--- config.mk ---
export PLATFORM = sky130hd
export DESIGN_NAME = hack_ins_fetch
export DESIGN_NICKNAME = d
export VERILOG_FILES = /design/src/rtl/hack_pkg.sv /design/src/rtl/hack_fetch_fifo.sv /design/src/rtl/hack_ins_fetch.sv
export SDC_FILE = /design/constraint.sdc
export NUM_CORES = 1
export LEC_CHECK = 0
export BUFFER_PORTS_ARGS = -buffer_cell sky130_fd_sc_hd__buf_2
export CAP_MARGIN = 20
export CORE_MARGIN = 1
export CORE_UTILIZATION = 61
export DETAILED_ROUTE_END_ITERATION = 10
export HOLD_SLACK_MARGIN = 0.15
export PLACE_DENSITY = 0.85
export SLEW_MARGIN = 10
export SYNTH_ARGS = -nofsm -noshare
export SYNTH_HDL_FRONTEND = slang
export SYNTH_SLANG_ARGS = --single-unit
--- constraint.sdc ---
create_clock -name clk -period 7.4 [get_ports clk]
set_clock_uncertainty 0.2 [all_clocks]
set_input_delay 1.11 -clock clk [delete_from_list [all_inputs] [get_ports clk]]
set_output_delay 1.11 -clock clk [all_outputs]
set_load 0.02 [all_outputs]
--- src/rtl/hack_pkg.sv ---
// hack_pkg: shared Hack CPU widths, types and fetch-stage state encoding
// Contents:
//   ADDR_W / WORD_W   ROM address and instruction widths
//   hack_addr_t       15-bit ROM word address
//   hack_word_t       16-bit instruction word
//   fetch_state_t     fetch stage FSM states (S_INIT, S_RUN, S_DRAIN)
//   sat_add16         16-bit saturating add used by the optional statistics
package hack_pkg;

    localparam int ADDR_W = 15;
    localparam int WORD_W = 16;

    typedef logic [ADDR_W-1:0] hack_addr_t;
    typedef logic [WORD_W-1:0] hack_word_t;

    typedef enum logic [1:0] {
        S_INIT,
        S_RUN,
        S_DRAIN
    } fetch_state_t;

    function automatic logic [15:0] sat_add16(input logic [15:0] a, input logic [15:0] b);
        logic [16:0] s;
        s = {1'b0, a} + {1'b0, b};
        return s[16] ? 16'hFFFF : s[15:0];
    endfunction

endpackage

--- src/rtl/hack_fetch_fifo.sv ---
// hack_fetch_fifo: prefetch buffer of {pc, word} entries with push/pop/clear
// Ports:
//   clk, reset_n          clock, asynchronous active-low reset
//   clear                 empties the buffer; wins over push and pop
//   push, push_pc/word    write one entry at the tail
//   pop                   drop the head entry (caller guarantees not empty)
//   head_pc, head_word    head entry; zero after reset
//   count, full, empty    occupancy
module hack_fetch_fifo
    import hack_pkg::*;
#(
    parameter int DEPTH = 2
) (
    input  logic                   clk,
    input  logic                   reset_n,
    input  logic                   clear,
    input  logic                   push,
    input  hack_addr_t             push_pc,
    input  hack_word_t             push_word,
    input  logic                   pop,
    output hack_addr_t             head_pc,
    output hack_word_t             head_word,
    output logic [$clog2(DEPTH):0] count,
    output logic                   full,
    output logic                   empty
);

    localparam int PW = $clog2(DEPTH);

    hack_addr_t    pc_mem   [DEPTH];
    hack_word_t    word_mem [DEPTH];
    logic [PW-1:0] rd_ptr;
    logic [PW-1:0] wr_ptr;

    // Storage is reset so the head reads as zero straight out of reset.
    always_ff @(posedge clk or negedge reset_n) begin
        if (!reset_n) begin
            rd_ptr <= '0;
            wr_ptr <= '0;
            count  <= '0;
            for (int i = 0; i < DEPTH; i++) begin
                pc_mem[i]   <= '0;
                word_mem[i] <= '0;
            end
        end else if (clear) begin
            rd_ptr <= '0;
            wr_ptr <= '0;
            count  <= '0;
        end else begin
            if (push) begin
                pc_mem[wr_ptr]   <= push_pc;
                word_mem[wr_ptr] <= push_word;
                wr_ptr           <= wr_ptr + 1'b1;
            end
            if (pop)
                rd_ptr <= rd_ptr + 1'b1;
            count <= count + {{PW{1'b0}}, push} - {{PW{1'b0}}, pop};
        end
    end

    assign head_pc   = pc_mem[rd_ptr];
    assign head_word = word_mem[rd_ptr];
    assign full      = count == (PW+1)'(DEPTH);
    assign empty     = count == '0;

endmodule

--- src/rtl/hack_ins_fetch.sv ---
// hack_ins_fetch: Hack CPU instruction fetch stage with prefetch buffer and jump redirect
// Ports:
//   clk, reset_n                    clock, asynchronous active-low reset
//   rom_req, rom_addr               ROM read strobe and word address
//   rom_rvalid, rom_rdata           in-order ROM read response
//   ins, ins_pc, ins_valid          buffered instruction handed to the decoder
//   ins_ready                       decoder accepts ins when ins_valid & ins_ready
//   redirect, redir_pc              taken jump pulse and its target
//   stat_fetched, stat_flushed      saturating counters, only with HACK_FETCH_STATS_EN
// Build option: define HACK_FETCH_STATS_EN to add the statistics counters.
module hack_ins_fetch
    import hack_pkg::*;
#(
    parameter int DEPTH   = 2,
    parameter int MAX_OUT = 2
) (
    input  logic        clk,
    input  logic        reset_n,
    output logic        rom_req,
    output hack_addr_t  rom_addr,
    input  logic        rom_rvalid,
    input  hack_word_t  rom_rdata,
    output hack_word_t  ins,
    output hack_addr_t  ins_pc,
    output logic        ins_valid,
    input  logic        ins_ready,
    input  logic        redirect,
    input  hack_addr_t  redir_pc
`ifdef HACK_FETCH_STATS_EN
    ,
    output logic [15:0] stat_fetched,
    output logic [15:0] stat_flushed
`endif
);

    localparam int OW = $clog2(MAX_OUT + 1);
    localparam int CW = $clog2(DEPTH) + 1;

    fetch_state_t  state;
    hack_addr_t    fetch_pc;
    hack_addr_t    resp_pc;
    logic [OW-1:0] outstanding;
    logic [OW-1:0] drop_cnt;
    logic [OW-1:0] drop_nxt;
    logic [CW-1:0] buf_count;
    logic          buf_full;
    logic          buf_empty;
    logic          active;
    logic          flush;
    logic          drop;
    logic          push;
    logic          pop;

    assign active = state != S_INIT;
    assign flush  = active & redirect;
    // A response arriving with the redirect belongs to the old stream.
    assign drop   = active & rom_rvalid & (redirect | (drop_cnt != '0));
    assign push   = active & rom_rvalid & ~drop;
    assign pop    = ins_valid & ins_ready & ~flush;

    // Live (non-dropped) reads in flight already own a buffer slot; on a
    // redirect everything in flight is stale, so only the read limit applies.
    assign rom_req  = active && int'(outstanding) < MAX_OUT &&
                      (flush || (!buf_full && int'(buf_count) + int'(outstanding - drop_cnt) < DEPTH));
    assign rom_addr = flush ? redir_pc : fetch_pc;

    assign drop_nxt = flush ? outstanding - OW'(rom_rvalid) : drop_cnt - OW'(drop);

    always_ff @(posedge clk or negedge reset_n) begin
        if (!reset_n) begin
            state       <= S_INIT;
            fetch_pc    <= '0;
            resp_pc     <= '0;
            outstanding <= '0;
            drop_cnt    <= '0;
        end else if (state == S_INIT) begin
            state    <= S_RUN;
            fetch_pc <= redirect ? redir_pc : fetch_pc;
            resp_pc  <= redirect ? redir_pc : resp_pc;
        end else begin
            state       <= drop_nxt != '0 ? S_DRAIN : S_RUN;
            drop_cnt    <= drop_nxt;
            outstanding <= outstanding + OW'(rom_req) - OW'(rom_rvalid);
            fetch_pc    <= rom_addr + hack_addr_t'(rom_req);
            // resp_pc is the address the next live response belongs to.
            resp_pc     <= flush ? redir_pc : resp_pc + hack_addr_t'(push);
        end
    end

    hack_fetch_fifo #(
        .DEPTH(DEPTH)
    ) u_fifo (
        .clk      (clk),
        .reset_n  (reset_n),
        .clear    (flush),
        .push     (push),
        .push_pc  (resp_pc),
        .push_word(rom_rdata),
        .pop      (pop),
        .head_pc  (ins_pc),
        .head_word(ins),
        .count    (buf_count),
        .full     (buf_full),
        .empty    (buf_empty)
    );

    assign ins_valid = ~buf_empty;

`ifdef HACK_FETCH_STATS_EN
    always_ff @(posedge clk or negedge reset_n) begin
        if (!reset_n) begin
            stat_fetched <= '0;
            stat_flushed <= '0;
        end else begin
            stat_fetched <= sat_add16(stat_fetched, 16'(pop));
            stat_flushed <= sat_add16(stat_flushed, (flush ? 16'(buf_count) : 16'd0) + 16'(drop));
        end
    end
`endif

endmodule

# After elaboration in Yosys (flattened, before gate mapping)
# Index checks and enable logic that the tools add are counted.
[classes]
add_sub_neg = 12
magnitude_cmp = 5
eq_ne = 2
n_bitwise = 12
reduce_logical = 14
n_mux = 25
[ops]
columns = ["operator", "count"]
rows = [
  ["$mux 15", 9],
  ["$mux 16", 4],
  ["$bwmux 32", 1],
  ["$add 15x1->15", 2],
  ["$bwmux 30", 1],
  ["$demux 16 s1", 1],
  ["$demux 15 s1", 1],
  ["$reduce_bool 2->1", 5],
  ["$mux 2", 4],
  ["$sub 2x1->2", 4],
  ["$and 1x1->1", 6],
  ["$add 2x1->2", 2],
  ["$add 3x3->4", 1],
  ["$ge 2x2->1 const B", 2],
  ["$logic_and 1x1->1", 4],
  ["$logic_not 2->1", 2],
  ["$lt 4x3->1 const B", 1],
  ["$mux 1", 4],
  ["$not 1->2", 2],
  ["$not 1->1", 3],
  ["$sub 2x2->3", 1],
  ["$add 1x1->1 const B", 2],
  ["$eq 2x2->1 const B", 1],
  ["$lt 2x1->1 const B", 1],
  ["6 further kinds", 6],
]
[word_totals]
out_inout_bits = 48
word_cells = 82
in_bits = 36
regBits = 102

# Depth between registers and ports, before layout
# Gate-level depths: netlist of the first run.
[depth]
ltp_word = 8
depth_mapped = 14
mapped_depth_nobuf = 14

# Cells and area by module
# From an unflattened synthesis of the first run, not the netlist that was laid out.
[hier_totals]
cells_unflattened = 471
hier_area_um2 = 5318.9
[by_module_without_submodules]
columns = ["module", "area_each_um2", "seq_area_each_um2", "cells_per_inst", "instances"]
rows = [
  ["hack_fetch_fifo", 2912.8, 1651.6, 184, 1],
  ["hack_ins_fetch", 2406.1, 900.9, 287, 1],
]

# Worst setup path after synthesis of the first run
# Ideal clock, no wire load.
[synth_timing]
path_kind = "register to register"
from = "register drop_cnt[0]"
to = "register fetch_pc[12]"
n_path_buf = 0
required_ps = 7071
t_arrival_ps = 3378
setup_time_ps = 129
synth_period_minus_slack_ps = 3707
stages_incl_launch_ff = 14
path_slack_ps = 3693
cell_sequence = "dfrtp_1 ha_1 inv_1 fa_1 fa_1 nor2b_1 o21bai_1 a21oi_1 ha_1 ha_1 o21ai_0 o21ba_2 o221ai_1 xor2_1"
[synth_between]
elab_chain_len = 8
[synth_lines]
columns = ["element", "line_no", "text"]
rows = [
  ["start: declaration", "hack_ins_fetch.sv:43", "logic [OW-1:0] drop_cnt;"],
  ["start signal: assignment", "hack_ins_fetch.sv:82", "drop_cnt <= drop_nxt;"],
  ["$sub 2x2->3", "hack_ins_fetch.sv:64", "(flush || (!buf_full && int'(buf_count) + int'(outstanding - drop_cnt) < DEPTH));"],
  ["$add 3x3->4", "hack_ins_fetch.sv:64", ""],
  ["$lt 4x3->1", "hack_ins_fetch.sv:64", ""],
  ["$logic_and 1x1->1", "hack_ins_fetch.sv:64", ""],
  ["$logic_or 1x1->1", "hack_ins_fetch.sv:64", ""],
  ["$logic_and 1x1->1", "hack_ins_fetch.sv:63", "assign rom_req = active && int'(outstanding) < MAX_OUT &&"],
  ["named net rom_req", "hack_ins_fetch.sv:19", "output logic rom_req,"],
  ["$add 15x1->15", "hack_ins_fetch.sv:84", "fetch_pc <= rom_addr + hack_addr_t'(rom_req);"],
  ["$mux 15", "hack_ins_fetch.sv:76", "end else if (state == S_INIT) begin"],
  ["end signal: assignment", "hack_ins_fetch.sv:78", "fetch_pc <= redirect ? redir_pc : fetch_pc;"],
  ["end signal: assignment", "hack_ins_fetch.sv:84", ""],
  ["end: declaration", "hack_ins_fetch.sv:40", "hack_addr_t fetch_pc;"],
]
# The timed path passes the listed nets, and every way through them passes these cells.
# A chain may end at the register's enable or synchronous reset.

# Worst setup path in the final report of the first run
[layout_timing]
from = "input redirect"
to = "output rom_addr[2]"
[layout_between]
elab_chain_len = 2
[layout_lines]
columns = ["element", "line_no", "text"]
rows = [
  ["start: declaration", "hack_ins_fetch.sv:27", "input logic redirect,"],
  ["$and 1x1->1", "hack_ins_fetch.sv:55", "assign flush = active & redirect;"],
  ["$mux 15", "hack_ins_fetch.sv:65", "assign rom_addr = flush ? redir_pc : fetch_pc;"],
  ["end: declaration", "hack_ins_fetch.sv:20", "output hack_addr_t rom_addr,"],
]
# No other way between the ends.

==> out/metrics.cfg, run 1 <==
[final_layout]
final_util = 0.718
fillers = 619
syn2layout_area_growth_pct = 12.4
drive_gt1_frac = 0.389
regArea_sq_um = 2550
num-nets-final = 586
antennaDiodeCount = 0
multiInputGateArea_sq_um = 2600
fin_cells = 647

[logic_synthesis]
syn-num-nets = 510
synth_warnings = 0
yosysSeqAreaShare = 0.479
async_flop_share = 1.00
netlist_instances = 461
avgSynthCellArea_sq_um = 11.6
ys.flop_type = dfrtp_1
synth_seq_cells = 102
syn-cell-area_sq_um = 5330
synth-edff-count = 0
synth_cell_type_count = 50

[status]
status = completed

[grt]
grt_overflow = 0
antenna_found_initial = 0
grt_first_pass_wirelength_um = 17900
grt_util_all_layers = 0.254
grt_max_degree = 62
grt_pass1_vias = 3724

[timing]
rsz0062_at_grt = false
worst_pin_slew_ns = 0.840
finalSetupViolCount = 0
whs_ns = 0.307
fin_crit_sh = 0.589
slew_violations = 0
hold_violations = 0
finalWorstSetupSlack_ns = 3.04
fmax_mhz = 230
setup_tns_ns = 0
slew_headroom = 0.440
period_needed_ns = 4.36

[power]
leakage_nw = 2.83
ir_drop_uv = 238
p_per_area_nw_per_um2 = 392

[worst_hold_path]
hold_path_class = register to register

[clocking]
clkTransAtPathRegs_ns = 0.09
cts_tree = built
clk_latency_ns = 0.35
cts_hold_buf = 0
ctsResizeCount = 0
cts-root-buf = clkbuf_8
h-tree-depth = 3
cts_sinks = 102
cts_buffer_depth = 2
cts_buffers = 9
postCtsSetupRepairBufs = 0

[floorplanning]
placeableCoreArea_sq_um = 8340
placementRows = 33
io_pins = 84
die_y_um = 95.4
die_area_sq_um = 9110
die_w_um = 95.4
start_util = 0.638

[worst_setup_path]
crit_chain = buf_2 > o21a_1 > mux2_2 > buf_2
cp.buffers_inverters = 2
path_max_fanout = 40
path_common_cell = buf_2
critPathCaptureType = output port
cp-start-kind = input pin
cpMaxStageDelayCell = o21a_1
crit_type = input pin to output port
max_stage_delay_ns = 0.78
critPathArrivalTime_ns = 3.05
required_ns = 6.09
crit_family = compound AO/OA/AOI/OAI gates

[drt]
routed_via_density = 5.86
drt_first_pass_iters = 4
postRouteAntennaNets = 0
drc = 0
wire_per_inst_um = 16.8
wl_um = 10900
drt_iter0_markers = 174
vias = 3793

[job]
drv_cap = 0

[place]
gp_congestion = 0.937
portBuffers = 83
place.detailed.hpwl_um = 7600
dp.cells = 631
post-place-ws_ns = 3.02

-- area by class of cell --
class | instances | area share
inverter | 11 | 0.00690
timing repair buffer | 86 | 0.0736
sequential | 102 | 0.426
clock inverter | 6 | 0.0140
multi-input combinational | 327 | 0.434
clock buffer | 10 | 0.0230
tap | 105 | 0.0219
-- sequential cells by signal, summed over array words and instances, names as in the netlist --
register         flops
drop_cnt             2
fetch_pc            15
outstanding          2
resp_pc             15
state                2
u_fifo.count         2
u_fifo.pc_mem       30
u_fifo.rd_ptr        1
u_fifo.word_mem     32
u_fifo.wr_ptr        1
-- worst reg2reg max path, cell delays in order (launching register included) --
cell and delay, ns:
dfrtp_1 0.45, ha_1 0.20, inv_1 0.06, fa_1 0.45, fa_1 0.51, nor2_1 0.11
a21oi_1 0.09, a21oi_1 0.28, ha_1 0.32, ha_1 0.22, o21ai_0 0.13, o21ba_2 0.34
o221ai_1 0.15, xor2_1 0.19
-- cells in the final DEF (no fill, tap or decap), types with 3 or more instances in the layout --
| master | instances |
|---|---|
| mux2_4 | 3 |
| nor3_1 | 7 |
| mux2i_1 | 5 |
| dfrtp_1 | 102 |
| a31oi_1 | 4 |
| clkbuf_8 | 10 |
| a21oi_1 | 3 |
| nor2_1 | 12 |
| nand2_1 | 63 |
| nor4_1 | 6 |
| inv_1 | 11 |
| xor2_1 | 17 |
| nand3_1 | 10 |
| a21boi_0 | 10 |
| clkinv_2 | 3 |
| mux2_2 | 96 |
| nand4_1 | 7 |
| xnor2_1 | 17 |
| o21ai_0 | 22 |
| buf_4 | 4 |
| ha_1 | 11 |
| buf_2 | 82 |
-- final timing paths --
path	start	to	slack [ns]	depth (start not counted)
hold / removal	u_fifo.word_mem[15]	u_fifo.word_mem[15]	0.31	1
min in group asynchronous	reset_n	u_fifo.word_mem[12]	0.52	1
max in group asynchronous	reset_n	u_fifo.word_mem[15]	5.33	2
setup reg to reg	drop_cnt[0]	fetch_pc[12]	3.60	13
setup / recovery	redirect	rom_addr[2]	3.04	4
hold reg to reg	u_fifo.word_mem[15]	u_fifo.word_mem[15]	0.31	1
-- cells in the mapped netlist (7+ instances only) --
cell type,count,area (sq um)
mux2_2,96,1080
inv_1,11,41.3
o21ai_0,22,110
nor2_1,12,45.0
nand4_1,7,43.8
xor2_1,17,149
dfrtp_1,102,2550
ha_1,11,138
nand3_1,10,50.1
nand2_1,63,236
a21boi_0,10,75.1
buf_2,7,35.0
nor3_1,7,35.0
xnor2_1,17,149
-- metrics by stage --
step / total power [mW] / area (sq um)
global placement: 1.93 / 5760
detailed placement: 1.97 / 5760
finish: 2.35 / 5990
global route: 2.51 / 5990
CTS: 2.36 / 5990
floorplan: 1.67 / 5330
-- power breakdown --
part           internal, mW  total [mW]  switching [mW]
clock                 0.199       0.384           0.185
sequential            0.752       0.890           0.138
combinational         0.490        1.07           0.584
-- metal layers --
metal | vias to the layer above | global-route usage | share of wire
met3 | 10 | 0.0502 | 0.060
met2 | 132 | 0.421 | 0.49
met1 | 1884 | 0.345 | 0.44
met5 | - | 0 | 0
met4 | 0 | 0.0585 | 0.0086
li1 | 1767 | - | -
-- logic make-up (layout without fill, tap and decap cells) --
logic type	Yosys count	after routing	share of synthesized area
AO/OA/AOI/OAI	55	55	0.0688
XOR/XNOR	34	34	0.0559
adder cells (fa/ha/maj)	13	13	0.0334
buffers and inverters	32	113	0.0327
flip-flops	102	102	0.479
multiplexers	104	104	0.221
AND/OR/NAND/NOR	121	121	0.109
(Power assumes the default switching activity.)
==> inputs of run 2 (changes only) <==
Settings changed: CORE_UTILIZATION 61 to 51, PLACE_DENSITY 0.85 to 0.76.
Clock period 7.4 ns to 3.5 ns, I/O delays scaled along.
==> run 2 against run 1 <==
  * Wire length up 6.8%
  * Non-clock buffer count rose by 12
  * Register-to-register slack worse by 3.5 ns
  * Global-route usage decreased by 3.2 points
  * Final area grew 3.4%
  * First-iteration DRC count increased by 36%
  * Core utilization is 9.6 points lower
  * Final cell count rose by 6.2%
  * Critical path depth is 6 higher
  * Sequential cell count did not move
  * Critical path type is now register to output port
  * Critical endpoint is now rom_req
  * Largest power group unchanged
==> out/metrics.cfg, run 2 (synthesized netlist as in run 1, its figures left out) <==
[timing]
fin_crit_sh = 0.977
finalWorstSetupSlack_ns = 0.0806
slew_violations = 0
setup_tns_ns = 0
hold_violations = 0
period_needed_ns = 3.42
rsz0062_at_grt = true
slew_headroom = 0.643
fmax_mhz = 292
finalSetupViolCount = 0
worst_pin_slew_ns = 0.536
whs_ns = 0.187

[worst_setup_path]
cp-start-kind = register
required_ns = 2.77
critPathArrivalTime_ns = 2.69
crit_type = register to output port
critPathCaptureType = output port
r2r-start = outstanding[0]
critPathLaunch = outstanding[0]
path_max_fanout = 3

[floorplanning]
die_y_um = 104
io_pins = 84
placeableCoreArea_sq_um = 9950
die_area_sq_um = 10900
die_w_um = 104
placementRows = 36
start_util = 0.535

[clocking]
clkTransAtPathRegs_ns = 0.11
cts_buffers = 9
cts_sinks = 102
cts_buffer_depth = 2
clk_latency_ns = 0.38
h-tree-depth = 3
cts_tree = built
cts-root-buf = clkbuf_8

[place]
dpl-instance-area_sq_um = 5880
dp.cells = 666
portBuffers = 83
gp_congestion = 0.910
place.detailed.hpwl_um = 7750
post-place-ws_ns = -0.0616

[grt]
grt_util_all_layers = 0.221
grt_max_degree = 103
grt_first_pass_wirelength_um = 19100
antenna_found_initial = 0
grt_pass1_vias = 3825
grt_overflow = 0

[drt]
drt_first_pass_iters = 4
postRouteAntennaNets = 0
wl_um = 11600
routed_via_density = 5.60
drc = 0
wire_per_inst_um = 16.9
vias = 3847
drt_iter0_markers = 236

[final_layout]
antennaDiodeCount = 0
drive_gt1_frac = 0.419
fin_area_sq_um = 6190
fin_cells = 687
num-nets-final = 598
layout_common_cells = dfrtp_1, mux2_2, buf_2
largestRegisters = u_fifo.word_mem x32, u_fifo.pc_mem x30
largest_register_ff_count = 32
final_util = 0.622
syn2layout_area_growth_pct = 16.2
final_common_cell = dfrtp_1
top_register = u_fifo.word_mem

[worst_hold_path]
holdCritStartpoint = rom_rdata[9]
hold_path_class = input pin to register

[power]
ir_drop_uv = 537
leakage_nw = 2.89
p_per_area_nw_per_um2 = 832
finalPower_mw = 5.15

[job]
drv_cap = 0

[status]
status = completed

==> run 2: changes by cell type in the layout (fill, tap and decap cells not counted), sizes merged <==
cell	before	now
buf	86	97
dlygate4sd3	0	1
clkbuf	10	9
bufinv	2	1
clkinv	3	2
inv	12	15
==> run 2: power by group <==
part           leakage, nW  switching, mW  internal, mW
clock                0.114          0.461         0.358
combinational         1.49           1.30          1.15
sequential            1.29          0.295          1.59
total                 2.89           2.05          3.10
==> run 2: final cells by class <==
type / instances / area, sq um
Multi-Input combinational cell: 327 / 2650
Clock inverter: 7 / 100
Tap cell: 133 / 166
Fill cell: 801 / 3770
Sequential cell: 102 / 2550
Timing Repair Buffer: 98 / 552
Clock buffer: 9 / 124
Inverter: 11 / 41.3
==> run 2: layer usage <==
layer	vias to the layer above	GRT usage	wire length, um
li1	1801	-	-
met1	1890	0.300	5160
met2	140	0.366	5680
met3	16	0.0439	648
met4	0	0.0541	118
met5	-	0	0
==> run 2: worst paths after layout <==
check | endpoint | slack (ns) | cells past startpoint
max | rom_req | 0.08 | 10
min | u_fifo.word_mem[9] | 0.19 | 2
max reg2reg | fetch_pc[12] | 0.10 | 14
min reg2reg | u_fifo.word_mem[13] | 0.31 | 1
max in group asynchronous | fetch_pc[7] | 2.16 | 3
min in group asynchronous | u_fifo.word_mem[28] | 0.54 | 3
==> run 2: timing repair <==
item	in CTS	in global routing
hold buffers	1	0
pin swaps	2	7
setup buffers	2	2
setup endpoints to repair	4	6
resized for setup	1	14
endpoints found under the hold margin	102	0
==> run 2: worst max-delay path: stages, from the launching register on <==
cell and delay [ns]:
dfrtp_1 0.39, inv_2 0.09, ha_4 0.13, inv_2 0.03, fa_2 0.46, fa_1 0.52, nor2b_1 0.15, o21bai_1 0.09
a21oi_2 0.19, buf_4 0.14, buf_6 0.11
==> inputs of run 3 (changes only) <==
Settings changed: CORE_UTILIZATION 51 to 45, PLACE_DENSITY 0.76 to 0.68, REMOVE_ABC_BUFFERS set to 1.
==> run 3 against run 2 <==
  * First-iteration DRC count decreased by 32%
  * Highest routed layer unchanged
  * Sequential share of layout area decreased by 0.45 points
  * Critical path type unchanged
  * Wire length decreased by 3.8%
  * Die area increased by 13%
  * Critical path depth unchanged
  * Largest cell class unchanged
  * Critical endpoint unchanged
  * Worst setup slack improved by 0.024 ns
  * Final cell count increased by 1.5%
  * Sequential cell count unchanged
  * Worst hold slack improved by 0.036 ns
  * Via count decreased by 0.99%
  * Largest power group unchanged
==> out/metrics.cfg, run 3 (synthesized netlist as in run 1, its figures left out) <==
[worst_setup_path]
cpMaxStageDelayCell = fa_1
crit_type = register to output port
critPathArrivalTime_ns = 2.67
max_stage_delay_ns = 0.55
crit_chain = inv_2 > ha_1 > inv_1 > fa_1 > fa_1 > nor2b_1 > o21bai_1 > a21oi_2 > buf_4 > buf_2
cp.buffers_inverters = 4
critPathCaptureType = output port
required_ns = 2.77
crit_family = adder cells
path_max_fanout = 3
cp-start-kind = register
path_common_cell = fa_1

[final_layout]
final_common_cell = dfrtp_1
largest_register_ff_count = 32
drive_gt1_frac = 0.410
fin_cells = 697
syn2layout_area_growth_pct = 17.5
largestRegisters = u_fifo.word_mem x32, u_fifo.pc_mem x30
layout_common_cells = dfrtp_1, mux2_2, buf_2
top_register = u_fifo.word_mem
num-nets-final = 598
antennaDiodeCount = 0

[power]
netSwitchingPower_mw = 1.98
finalPower_mw = 5.24
p_per_area_nw_per_um2 = 838
leakage_nw = 2.93
comb_power_share = 0.450
ir_drop_uv = 587
sequentialPowerShare = 0.357
p_int_mw = 3.26
switching_share = 0.378
power_frac_clock = 0.193

[clocking]
clk_latency_ns = 0.34
cts_tree = built
h-tree-depth = 3
cts_buffer_depth = 2
cts_buffers = 9
cts_sinks = 102
cts-root-buf = clkbuf_16
clkTransAtPathRegs_ns = 0.07

[timing]
hold_violations = 0
fin_crit_sh = 0.970
slew_headroom = 0.650
fmax_mhz = 294
period_needed_ns = 3.40
slew_violations = 0
worst_pin_slew_ns = 0.526
finalSetupViolCount = 0
whs_ns = 0.223

[floorplanning]
start_util = 0.464
die_w_um = 111
placeableCoreArea_sq_um = 11500
io_pins = 84
die_area_sq_um = 12300
placementRows = 39
die_y_um = 111

[place]
place.detailed.hpwl_um = 7650
dp.cells = 678
gp_congestion = 0.845
portBuffers = 83

[grt]
grt_util_all_layers = 0.195
grt_first_pass_wirelength_um = 19300
grt_pass1_vias = 3937
antenna_found_initial = 0
grt_overflow = 0
grt_max_degree = 82

[drt]
postRouteAntennaNets = 0
wl_met1_um = 5160
wl_um = 11200
wl_met2_um = 5320
wl_met3_um = 581
routed_via_density = 5.46
drt_iter0_markers = 161
wire_per_inst_um = 16.0
drt_first_pass_iters = 4
drc = 0
top_layer_used = met4
vias = 3809

[worst_hold_path]
hold_path_class = input pin to register

[status]
status = completed

[job]
drv_cap = 0

## run 3: cell types whose count changed in the layout (fill, tap and decap cells not counted), moves of 2 or more
cell       change
o21ai_0        +2
clkbuf_8       -9
inv_8          -2
ha_4           -2
clkinv_4       +2
clkbuf_16      +9
## run 3: final timing paths
check	slack [ns]	endpoint	startpoint	depth (start not counted)
max in group asynchronous	1.78	u_fifo.word_mem[24]	reset_n	4
min in group asynchronous	0.48	fetch_pc[9]	reset_n	2
hold reg to reg	0.30	u_fifo.word_mem[1]	u_fifo.word_mem[1]	1
hold / removal	0.22	u_fifo.word_mem[11]	rom_rdata[11]	2
setup / recovery	0.10	rom_req	outstanding[0]	10
setup reg to reg	0.12	fetch_pc[10]	outstanding[0]	14
## run 3: layout make-up
type,count,area (sq um)
multi-input cells,327,2620
flip-flops and latches,102,2550
well taps,143,179
clock inverters,6,78.8
inverters,11,41.3
clock buffers,10,229
fillers,980,5210
repair buffers,98,553
## run 3: through the flow
stage | util | setup WS (ns) | cell area [sq um] | TNS [ns]
2_1_floorplan | - | -0.207 | 5190 | -0.891
3_3_place_gp | 0.513 | 0.103 | 5880 | 0
3_5_place_dp | 0.513 | 0.0205 | 5880 | 0
4_1_cts | 0.540 | 0.0312 | 6190 | 0
5_1_grt | 0.546 | -0.0647 | 6260 | -0.191
6_report | 0.546 | 0.104 | 6260 | 0
## run 3: metal layers
| metal | up-vias | GRT usage |
|---|---|---|
| met4 | 0 | 0.0551 |
| li1 | 1800 | - |
| met1 | 1890 | 0.269 |
| met5 | - | 0 |
| met3 | 10 | 0.0399 |
| met2 | 109 | 0.309 |
## run 3: what timing repair did
item / 4_1_cts / 5_1_grt
resized for setup: 1 / 7
endpoints found under the setup margin: 1 / 6
hold buffers: 0 / 1
buffers inserted: 0 / 1
pin swaps: 0 / 4
endpoints found under the hold margin: 0 / 33
## run 3: power groups by stage
| stage | sequential, mW | combinational, mW | clock, mW |
|---|---|---|---|
| after floorplan | 1.85 | 1.64 | 0 |
| after global placement | 1.86 | 2.28 | 0 |
| after detailed placement | 1.89 | 2.32 | 0 |
| after CTS | 1.87 | 2.33 | 1.05 |
| after global routing | 1.94 | 2.58 | 1.10 |
| final | 1.87 | 2.36 | 1.01 |
